`src/rtl/wr_ptr_full_if.sv`:
```
// wr_ptr_full_if: write-side pointer/flag bundle between producer and FIFO write logic
interface wr_ptr_full_if #(parameter int ADDR_SIZE = 4);
  logic                 wr_inc;
  logic [ADDR_SIZE:0]   rd_ptr_sync;
  logic [ADDR_SIZE-1:0] wr_addr;
  logic [ADDR_SIZE:0]   wr_ptr;
  logic                 wr_full;
  logic                 wr_almost_full;
  logic [ADDR_SIZE:0]   wr_count;
  logic                 wr_overflow;
  modport master (
    output wr_inc, rd_ptr_sync,
    input  wr_addr, wr_ptr, wr_full, wr_almost_full, wr_count, wr_overflow
  );
  modport slave (
    input  wr_inc, rd_ptr_sync,
    output wr_addr, wr_ptr, wr_full, wr_almost_full, wr_count, wr_overflow
  );
endinterface

```
`src/rtl/wr_ptr_full.sv`:
```
// wr_ptr_full: async FIFO write pointer, Gray pointer export, full/almost-full/count/overflow
module wr_ptr_full #(
  parameter int ADDR_SIZE = 4,
  parameter int AF_MARGIN = 2
) (
  input logic          wr_clk,
  input logic          wr_rst,
  wr_ptr_full_if.slave bus
);
  localparam int DEPTH = 2 ** ADDR_SIZE;
  localparam logic [ADDR_SIZE:0] AF_TH = (ADDR_SIZE + 1)'(DEPTH - AF_MARGIN);
  logic [ADDR_SIZE:0] wbin, wbin_next, gray_next, rbin, used_next;
  logic accept;
  for (genvar i = 0; i <= ADDR_SIZE; i++) begin : g_rbin
    assign rbin[i] = ^bus.rd_ptr_sync[ADDR_SIZE:i];
  end
  assign accept    = bus.wr_inc & ~bus.wr_full;
  assign wbin_next = wbin + {{ADDR_SIZE{1'b0}}, accept};
  assign gray_next = wbin_next ^ (wbin_next >> 1);
  assign used_next = wbin_next - rbin;
  assign bus.wr_addr = wbin[ADDR_SIZE-1:0];
  // full when write pointer is one lap ahead: top two Gray bits inverted, rest equal
  always_ff @(posedge wr_clk) begin
    if (wr_rst) begin
      wbin               <= '0;
      bus.wr_ptr         <= '0;
      bus.wr_full        <= 1'b0;
      bus.wr_almost_full <= 1'b0;
      bus.wr_count       <= '0;
      bus.wr_overflow    <= 1'b0;
    end else begin
      wbin               <= wbin_next;
      bus.wr_ptr         <= gray_next;
      bus.wr_full        <= gray_next == {~bus.rd_ptr_sync[ADDR_SIZE:ADDR_SIZE-1], bus.rd_ptr_sync[ADDR_SIZE-2:0]};
      bus.wr_almost_full <= used_next >= AF_TH;
      bus.wr_count       <= used_next;
      bus.wr_overflow    <= bus.wr_overflow | (bus.wr_inc & bus.wr_full);
    end
  end
endmodule

```
`src/flat_wrapper.sv`:
```
// flat-port wrapper written by rule: the top's interface ports become plain ports
module wr_ptr_full_flat 
#(
  parameter int ADDR_SIZE = 4,
  parameter int AF_MARGIN = 2
)
  (wr_clk, wr_rst, bus_wr_inc, bus_rd_ptr_sync, bus_wr_addr, bus_wr_ptr, bus_wr_full, bus_wr_almost_full, bus_wr_count, bus_wr_overflow);
  wr_ptr_full_if #(.ADDR_SIZE(ADDR_SIZE)) bus_i ();
  input logic wr_clk;
  input logic wr_rst;
  input wire logic [$bits(bus_i.wr_inc)-1:0] bus_wr_inc;
  input wire logic [$bits(bus_i.rd_ptr_sync)-1:0] bus_rd_ptr_sync;
  output wire logic [$bits(bus_i.wr_addr)-1:0] bus_wr_addr;
  output wire logic [$bits(bus_i.wr_ptr)-1:0] bus_wr_ptr;
  output wire logic [$bits(bus_i.wr_full)-1:0] bus_wr_full;
  output wire logic [$bits(bus_i.wr_almost_full)-1:0] bus_wr_almost_full;
  output wire logic [$bits(bus_i.wr_count)-1:0] bus_wr_count;
  output wire logic [$bits(bus_i.wr_overflow)-1:0] bus_wr_overflow;
  assign bus_i.wr_inc = bus_wr_inc;
  assign bus_i.rd_ptr_sync = bus_rd_ptr_sync;
  assign bus_wr_addr = bus_i.wr_addr;
  assign bus_wr_ptr = bus_i.wr_ptr;
  assign bus_wr_full = bus_i.wr_full;
  assign bus_wr_almost_full = bus_i.wr_almost_full;
  assign bus_wr_count = bus_i.wr_count;
  assign bus_wr_overflow = bus_i.wr_overflow;
  wr_ptr_full #(.ADDR_SIZE(ADDR_SIZE), .AF_MARGIN(AF_MARGIN)) u_core (.wr_clk(wr_clk), .wr_rst(wr_rst), .bus(bus_i));
endmodule
```
`config.mk`:
```
export PLATFORM = sky130hd
export DESIGN_NAME = wr_ptr_full_flat
export DESIGN_NICKNAME = d
export VERILOG_FILES = /design/src/rtl/wr_ptr_full_if.sv /design/src/rtl/wr_ptr_full.sv /design/src/flat_wrapper.sv
export SDC_FILE = /design/constraint.sdc
export NUM_CORES = 1
export LEC_CHECK = 0
export BUFFER_PORTS_ARGS = -buffer_cell sky130_fd_sc_hd__buf_2
export CORE_UTILIZATION = 53
export CTS_BUF_LIST = sky130_fd_sc_hd__clkbuf_2
export DETAILED_ROUTE_END_ITERATION = 12
export PLACE_DENSITY = 0.88
export SETUP_SLACK_MARGIN = 0.2
export SYNTH_ARGS = -nofsm -noshare
export SYNTH_HDL_FRONTEND = slang
export SYNTH_SLANG_ARGS = --single-unit
```
`constraint.sdc`:
```
create_clock -name wr_clk -period 2.95 [get_ports wr_clk]
set_clock_uncertainty 0.1 [all_clocks]
set_input_delay 0.4425 -clock wr_clk [delete_from_list [all_inputs] [get_ports wr_clk]]
set_output_delay 0.4425 -clock wr_clk [all_outputs]
set_load 0.01 [all_outputs]
```
==> results of run 1 <==
[Yosys cell counts, drive strengths merged]
master    n
xor2      8
and2      1
o21ai     2
fa        1
dfxtp    17
xnor2    15
or2       1
nor2b     4
xnor3     1
or3       1
a21o      1
a2111oi   1
inv       3
nand2b    2
nor2     13
mux2      1
o22ai     1
a21oi     4
nand2     2
clkbuf    2
and4b     1
ha        5
nand3     2
[worst max-delay path: cells and delay by family]
kind	cells	cell delay (ps)
compound gates	2	260
xor+xnor	4	970
fa+ha+maj	2	630
buf+inv	1	120
simple gates	1	170
[cells in the final DEF (no fill, tap or decap), drive strengths merged, types with 3 or more instances in the layout]
cell,count
nor2,13
clkbuf,4
a21oi,4
dfxtp,17
inv,3
ha,5
buf,24
xnor2,15
xor2,8
nor2b,4
[through the flow]
stage               utilization, %  setup slack, ps  instances  hold WS (ps)  power, mW
floorplan                        -              381         89           402      0.409
global placement              67.3              172        127           346      0.458
detailed placement            67.3              111        127           378      0.462
CTS                           68.6              420        131           330      0.564
global route                  68.6              284        131           318      0.597
finish                        68.6              431        131           329      0.561
[path summary, 6_finish.rpt]
path | startpoint | end | slack [ps] | cells past startpoint
max | bus_rd_ptr_sync[4] | u_core.bus.wr_almost_full$_SDFF_PP0_ | 430 | 10
min | bus_wr_inc | u_core.bus.wr_overflow$_SDFF_PP0_ | 330 | 3
max reg2reg | u_core.bus.wr_full$_SDFF_PP0_ | u_core.bus.wr_almost_full$_SDFF_PP0_ | 510 | 9
min reg2reg | u_core.bus.wr_overflow$_SDFF_PP0_ | u_core.bus.wr_overflow$_SDFF_PP0_ | 400 | 2
[logic make-up (layout without fill, tap and decap cells)]
logic type	count (synthesis)	count (layout)
and+or+nand+nor	27	27
xor gates and xnor gates	24	24
DFF	17	17
AOI/OAI and AO/OA	9	9
adders and majority gates	6	6
buffers and inverters	5	31
muxes	1	1
[state kept, by name (all words and copies together) (netlist names)]
name,flops
u_core.bus.wr_ptr,4
u_core.bus.wr_full,1
u_core.bus.wr_count,5
u_core.bus.wr_overflow,1
u_core.bus.wr_almost_full,1
u_core.wbin,5
[per-layer routing]
layer	wire [um]	global-route usage, %	up-vias
met5	0	0	-
met4	58	13.3	0
met3	55	5.42	8
met2	801	29.6	18
met1	687	20.9	294
li1	-	-	340
[layout make-up]
| class | count | area (um2) |
|---|---|---|
| multi-input cells | 67 | 569 |
| repair buffers | 24 | 120 |
| clock buffers | 4 | 20.0 |
| inverters | 3 | 11.3 |
| fillers | 122 | 495 |
| flip-flops and latches | 17 | 340 |
| well taps | 16 | 20.0 |
[report_power, final]
part           switching (mW)  internal (mW)
registers              0.0102          0.258
logic                  0.0966         0.0911
clock network          0.0695         0.0359
==> impl_metrics.toml, run 1 <==
[die]
start_util_pct = 58.9
dieArea_mm2 = 0.00192
num_io_pins = 25
row_cnt = 14
die_height_um = 43.9
core_box_area_mm2 = 0.00158
die_x_um = 43.9

[worst_setup_path]
critical_path_cell_list = "buf_2 > xnor3_1 > xor2_1 > xnor2_1 > ha_1 > fa_1 > nand2b_1 > o21ai_2 > xnor2_1 > o22ai_1"
start_kind = "input port"
critical-path-slowest-cell = "sky130_fd_sc_hd__xnor3_1"
path_common_cell = "sky130_fd_sc_hd__xnor2_1"
critPathMaxFanout = 3
worst_ep_arrival_time_ps = 2590
timing.critical_path.required_ps = 3020
timing.critical_path.to_type = "flip-flop"
timing_worst_setup_path_type = "in2reg"
critical_path.max_stage_delay_ps = 450

[global_route]
vias_in_the_first_global_route = 646
gr-usage-all-layers_pct = 18.5
grt_pass1_wl_um = 2550
antenna_found_initial = 0
globalRoute.totalOverflow = 0
grt_max_degree = 18

[cells_and_area]
final_layout_size_suffix_gt1_share_pct = 33.0
fin_nets = 130
post-route-cell-area_mm2 = 0.00108
area_growth_pct = 16.4
n_antenna_cell = 0

[logic_synthesis]
yosys.cell_types.count = 28
synth_top_family_by_area = "XOR/XNOR gates"
synth_top_area_share_pct = 36.7
gate_count_post_synth = 89
post_synth_mux_area_share_pct = 1.21
synth_area_um2 = 928
synth_top_cells_by_area = "sky130_fd_sc_hd__dfxtp_1 37%, sky130_fd_sc_hd__xnor2_1 13%, sky130_fd_sc_hd__ha_1 6.7%, sky130_fd_sc_hd__xor2_1 5.7%, sky130_fd_sc_hd__nor2_1 5.3%"
postSynthRegisterBits = 17
synth.largest_area_cell = "sky130_fd_sc_hd__dfxtp_1"
ys_warn_count = 0
syn-mean-instance-area_um2 = 10.4
synth_nets = 103
synth_compound_area_share_pct = 6.87
synth-xor-area-share_pct = 29.0
synth-adder-area-share_pct = 8.89
post_synth_and_or_nand_nor_area_fraction_pct = 15.4
synth_sequential_area_ratio_pct = 36.7

[clock_tree]
cts_resized = 0
worst_skew_late_latency_ps = 290
clockRootBuffer = "sky130_fd_sc_hd__clkbuf_2"
max_root_sink_buffers = 2
clock_slew_at_reported_path_ffs_ps = 140
post-cts-setup-buffers = 0
cts_sinks = 17
cts.htree.levels = 1
cts_tree = "built"
cts_hold_buf = 0
cts_made_buffers = 3

[sta]
hold_viol = 0
report.final.setup_viol = 0
fin_crit_ps = 2520
final_min_period_over_clock_period_pct = 85.4
totalNegativeSetupSlack_ps = 0
slew_at_the_pin_closest_to_its_max_slew_limit_ps = 307
fmax_mhz = 397
rsz0062_at_grt = "false"
max_transition_viols_final = 0
slew_headroom_pct = 79.5

[drt]
via_count = 660
drtIter0Drc = 13
post_drt_via_cell_ratio = 5.04
detail_route.wl_per_cell_um = 12.2
first_pass_iters = 6
wirelength_um = 1600
drc_violations_left = 0
drt.antenna.violating_nets = 0

[power]
pwr_density_cell_mw_per_mm2 = 519
cellLeakagePower_nw = 0.517
power.ir.vdd_worst_mv = 0.326

[placed_design]
detailed_place_hpwl_um = 1310
gp_congestion = 0.807
io_buffer_count = 24
dpl_cell_area_mm2 = 0.00106

[hold_path]
worst_hold_path_type = "in2reg"

[outcome]
run_status = "complete, no violations"

[run]
number_of_max_capacitance_violations_reported = 0
(Power assumes the default switching activity.)
==> run 2, diff against run 1 <==
--- a/config.mk
+++ b/config.mk
@@ -5,11 +5,13 @@
 export SDC_FILE = /design/constraint.sdc
 export NUM_CORES = 1
 export LEC_CHECK = 0
+export ABC_AREA = 1
 export BUFFER_PORTS_ARGS = -buffer_cell sky130_fd_sc_hd__buf_2
-export CORE_UTILIZATION = 53
+export CORE_ASPECT_RATIO = 1.4
+export CORE_UTILIZATION = 54
 export CTS_BUF_LIST = sky130_fd_sc_hd__clkbuf_2
 export DETAILED_ROUTE_END_ITERATION = 12
-export PLACE_DENSITY = 0.88
+export PLACE_DENSITY_LB_ADDON = 0.1
 export SETUP_SLACK_MARGIN = 0.2
 export SYNTH_ARGS = -nofsm -noshare
 export SYNTH_HDL_FRONTEND = slang
==> impl_metrics.toml, run 2 <==
[sta]
slew_headroom_pct = 78.9
fmax_mhz = 437
totalNegativeSetupSlack_ps = 0
max_transition_viols_final = 0
hold_viol = 0
slew_at_the_pin_closest_to_its_max_slew_limit_ps = 315
report.final.setup_viol = 0
final_min_period_over_clock_period_pct = 77.6
fin_crit_ps = 2290
rsz0062_at_grt = "false"

[drt]
via_count = 925
first_pass_iters = 4
drt.antenna.violating_nets = 0
detail_route.wl_per_cell_um = 11.3
drc_violations_left = 0
drtIter0Drc = 18
wirelength_um = 2030
post_drt_via_cell_ratio = 5.14

[die]
die_x_um = 38.1
row_cnt = 17
num_io_pins = 25
start_util_pct = 60.3
dieArea_mm2 = 0.00201
die_height_um = 52.6
core_box_area_mm2 = 0.00164

[logic_synthesis]
ys_warn_count = 0
synth_nets = 150
synth_area_um2 = 987
synth.largest_area_cell = "sky130_fd_sc_hd__dfxtp_1"
async_flop_share_pct = 0
dominant_register_cell_in_the_synthesized_netlist = "sky130_fd_sc_hd__dfxtp_1"
synthMostInstantiatedCell = "sky130_fd_sc_hd__nand2_1"
synth_top_cells_by_area = "sky130_fd_sc_hd__dfxtp_1 34%, sky130_fd_sc_hd__nand2_1 14%, sky130_fd_sc_hd__nand3_1 7.6%, sky130_fd_sc_hd__ha_1 6.3%, sky130_fd_sc_hd__inv_1 5.7%"
yosys.cell_types.count = 22
synth_sequential_area_ratio_pct = 34.5
syn-mean-instance-area_um2 = 7.26
synth-edff-count = 0
postSynthRegisterBits = 17
gate_count_post_synth = 136
synth_top_area_share_pct = 34.5
synth_commonest_cells = "38 x sky130_fd_sc_hd__nand2_1, 17 x sky130_fd_sc_hd__dfxtp_1, 15 x sky130_fd_sc_hd__inv_1, 15 x sky130_fd_sc_hd__nand3_1, 15 x sky130_fd_sc_hd__nor2_1"

[hold_path]
worst_hold_path_type = "in2reg"

[cells_and_area]
n_antenna_cell = 0
fillerInstances = 148
layout.cells.most_common_list = "38 x sky130_fd_sc_hd__nand2_1, 24 x sky130_fd_sc_hd__buf_2, 17 x sky130_fd_sc_hd__dfxtp_1"
final_layout_size_suffix_gt1_share_pct = 24.8
stdcell_count = 180
layout.cells.most_common = "sky130_fd_sc_hd__nand2_1"
fin_nets = 176
regs_by_ff_count = "u_core.bus.wr_count x5, u_core.wbin x5, u_core.bus.wr_ptr x4"
area_growth_pct = 15.3

[worst_setup_path]
cpLargestDelayFamily = "simple AND/OR/NAND/NOR gates"
path_common_cell = "sky130_fd_sc_hd__nand2_1"
critical-path-slowest-cell = "sky130_fd_sc_hd__fa_1"
timing.critical_path.required_ps = 3120
timing_worst_setup_path_type = "in2reg"
worst_ep_arrival_time_ps = 2460
critical_path_cell_list = "buf_2 > inv_2 > nand2_1 > nand2_1 > nand2_1 > nand2_2 > xor2_2 > xor2_1 > ha_1 > fa_1 > xor2_1 > nor3_1 > nand3_1 > nand2_1"
start_kind = "input port"
rrSetupSlack_ps = 700
critPathMaxFanout = 3
timing.critical_path.to_type = "flip-flop"
wp_buf_inv = 2
critical_path.max_stage_delay_ps = 450

[clock_tree]
cts_made_buffers = 3
clock_slew_at_reported_path_ffs_ps = 170
cts_tree = "built"
worst_skew_late_latency_ps = 310
cts_hold_buf = 0
cts_resized = 0
max_root_sink_buffers = 2
post-cts-setup-buffers = 0
clockRootBuffer = "sky130_fd_sc_hd__clkbuf_2"
cts_sinks = 17
cts.htree.levels = 1

[power]
cellLeakagePower_nw = 0.647
power.ir.vdd_worst_mv = 0.418
pwr_density_cell_mw_per_mm2 = 454

[global_route]
antenna_found_initial = 0
globalRoute.totalOverflow = 0
grt_pass1_wl_um = 3300
vias_in_the_first_global_route = 833
gr-usage-all-layers_pct = 24.2
grt_max_degree = 17

[outcome]
run_status = "complete, no violations"

[placed_design]
gp_congestion = 0.743
io_buffer_count = 24
detailed_place_hpwl_um = 1580
placedCellCount = 176

[run]
number_of_max_capacitance_violations_reported = 0
[run 2: changes by cell type in the layout (fill, tap and decap cells not counted), sizes merged, moves of 2 or more]
cell / before / now
nand3: 2 / 15
nor2: 13 / 19
nand3b: 0 / 2
xor2: 8 / 5
inv: 3 / 16
xnor2: 15 / 1
o21ai: 2 / 0
nand4: 0 / 2
nor2b: 4 / 0
nand2b: 2 / 0
nand2: 2 / 42
[run 2: cell families after synthesis]
logic type	synth area share (%)
AO/OA/AOI/OAI	3.30
XOR/XNOR	9.89
adder cells (fa/ha/maj)	8.37
buffers and inverters	7.35
flip-flops	34.5
AND/OR/NAND/NOR	36.6
[run 2: path summary, 6_finish.rpt]
kind / from / to / cells after the start
max: bus_rd_ptr_sync[4] / u_core.bus.wr_almost_full$_SDFF_PP0_ / 14
min: bus_wr_inc / u_core.bus.wr_overflow$_SDFF_PP0_ / 3
max reg2reg: u_core.bus.wr_full$_SDFF_PP0_ / u_core.bus.wr_almost_full$_SDFF_PP0_ / 10
min reg2reg: u_core.bus.wr_overflow$_SDFF_PP0_ / u_core.bus.wr_overflow$_SDFF_PP0_ / 2
[run 2: report_power, final]
group          switching (mW)  leakage (nW)  internal, mW
clock network          0.0752        0.0164        0.0307
registers             0.00687         0.140         0.251
logic                  0.0918         0.491        0.0621
[run 2: final cells by class]
cell class              count  area, um2  area share [%]
multi-input cells         100        574            50.4
flip-flops and latches     17        340            29.9
repair buffers             24        120            10.5
inverters                  16       60.1            5.27
well taps                  19       23.8            2.09
clock buffers               3       15.0            1.32
clock inverters             1       5.00           0.440
[run 2: per-layer routing]
metal / share of wire (%) / wire, um / vias to the layer above / global-route usage [%]
met5: 0 / 0 / - / 0
met4: 2.6 / 53 / 0 / 15.5
met3: 3.1 / 62 / 4 / 2.98
met2: 51 / 1030 / 19 / 42.9
met1: 43 / 880 / 429 / 25.4
li1: - / - / 473 / -
[run 2: per-stage QoR]
step	utilization, %	power [mW]	area [um2]	hold WS (ps)	setup slack [ps]
finish	69.5	0.517	1140	278	660
global route	69.5	0.551	1140	278	511
CTS	69.5	0.520	1140	280	657
detailed placement	68.3	0.416	1120	359	337
global placement	68.3	0.410	1120	343	435
floorplan	-	0.370	987	402	667
[run 2: tightest hold or removal path, cell delays in order]
cell and delay, ps:
sky130_fd_sc_hd__buf_2 90, sky130_fd_sc_hd__a21oi_1 60, sky130_fd_sc_hd__nor2_1 70
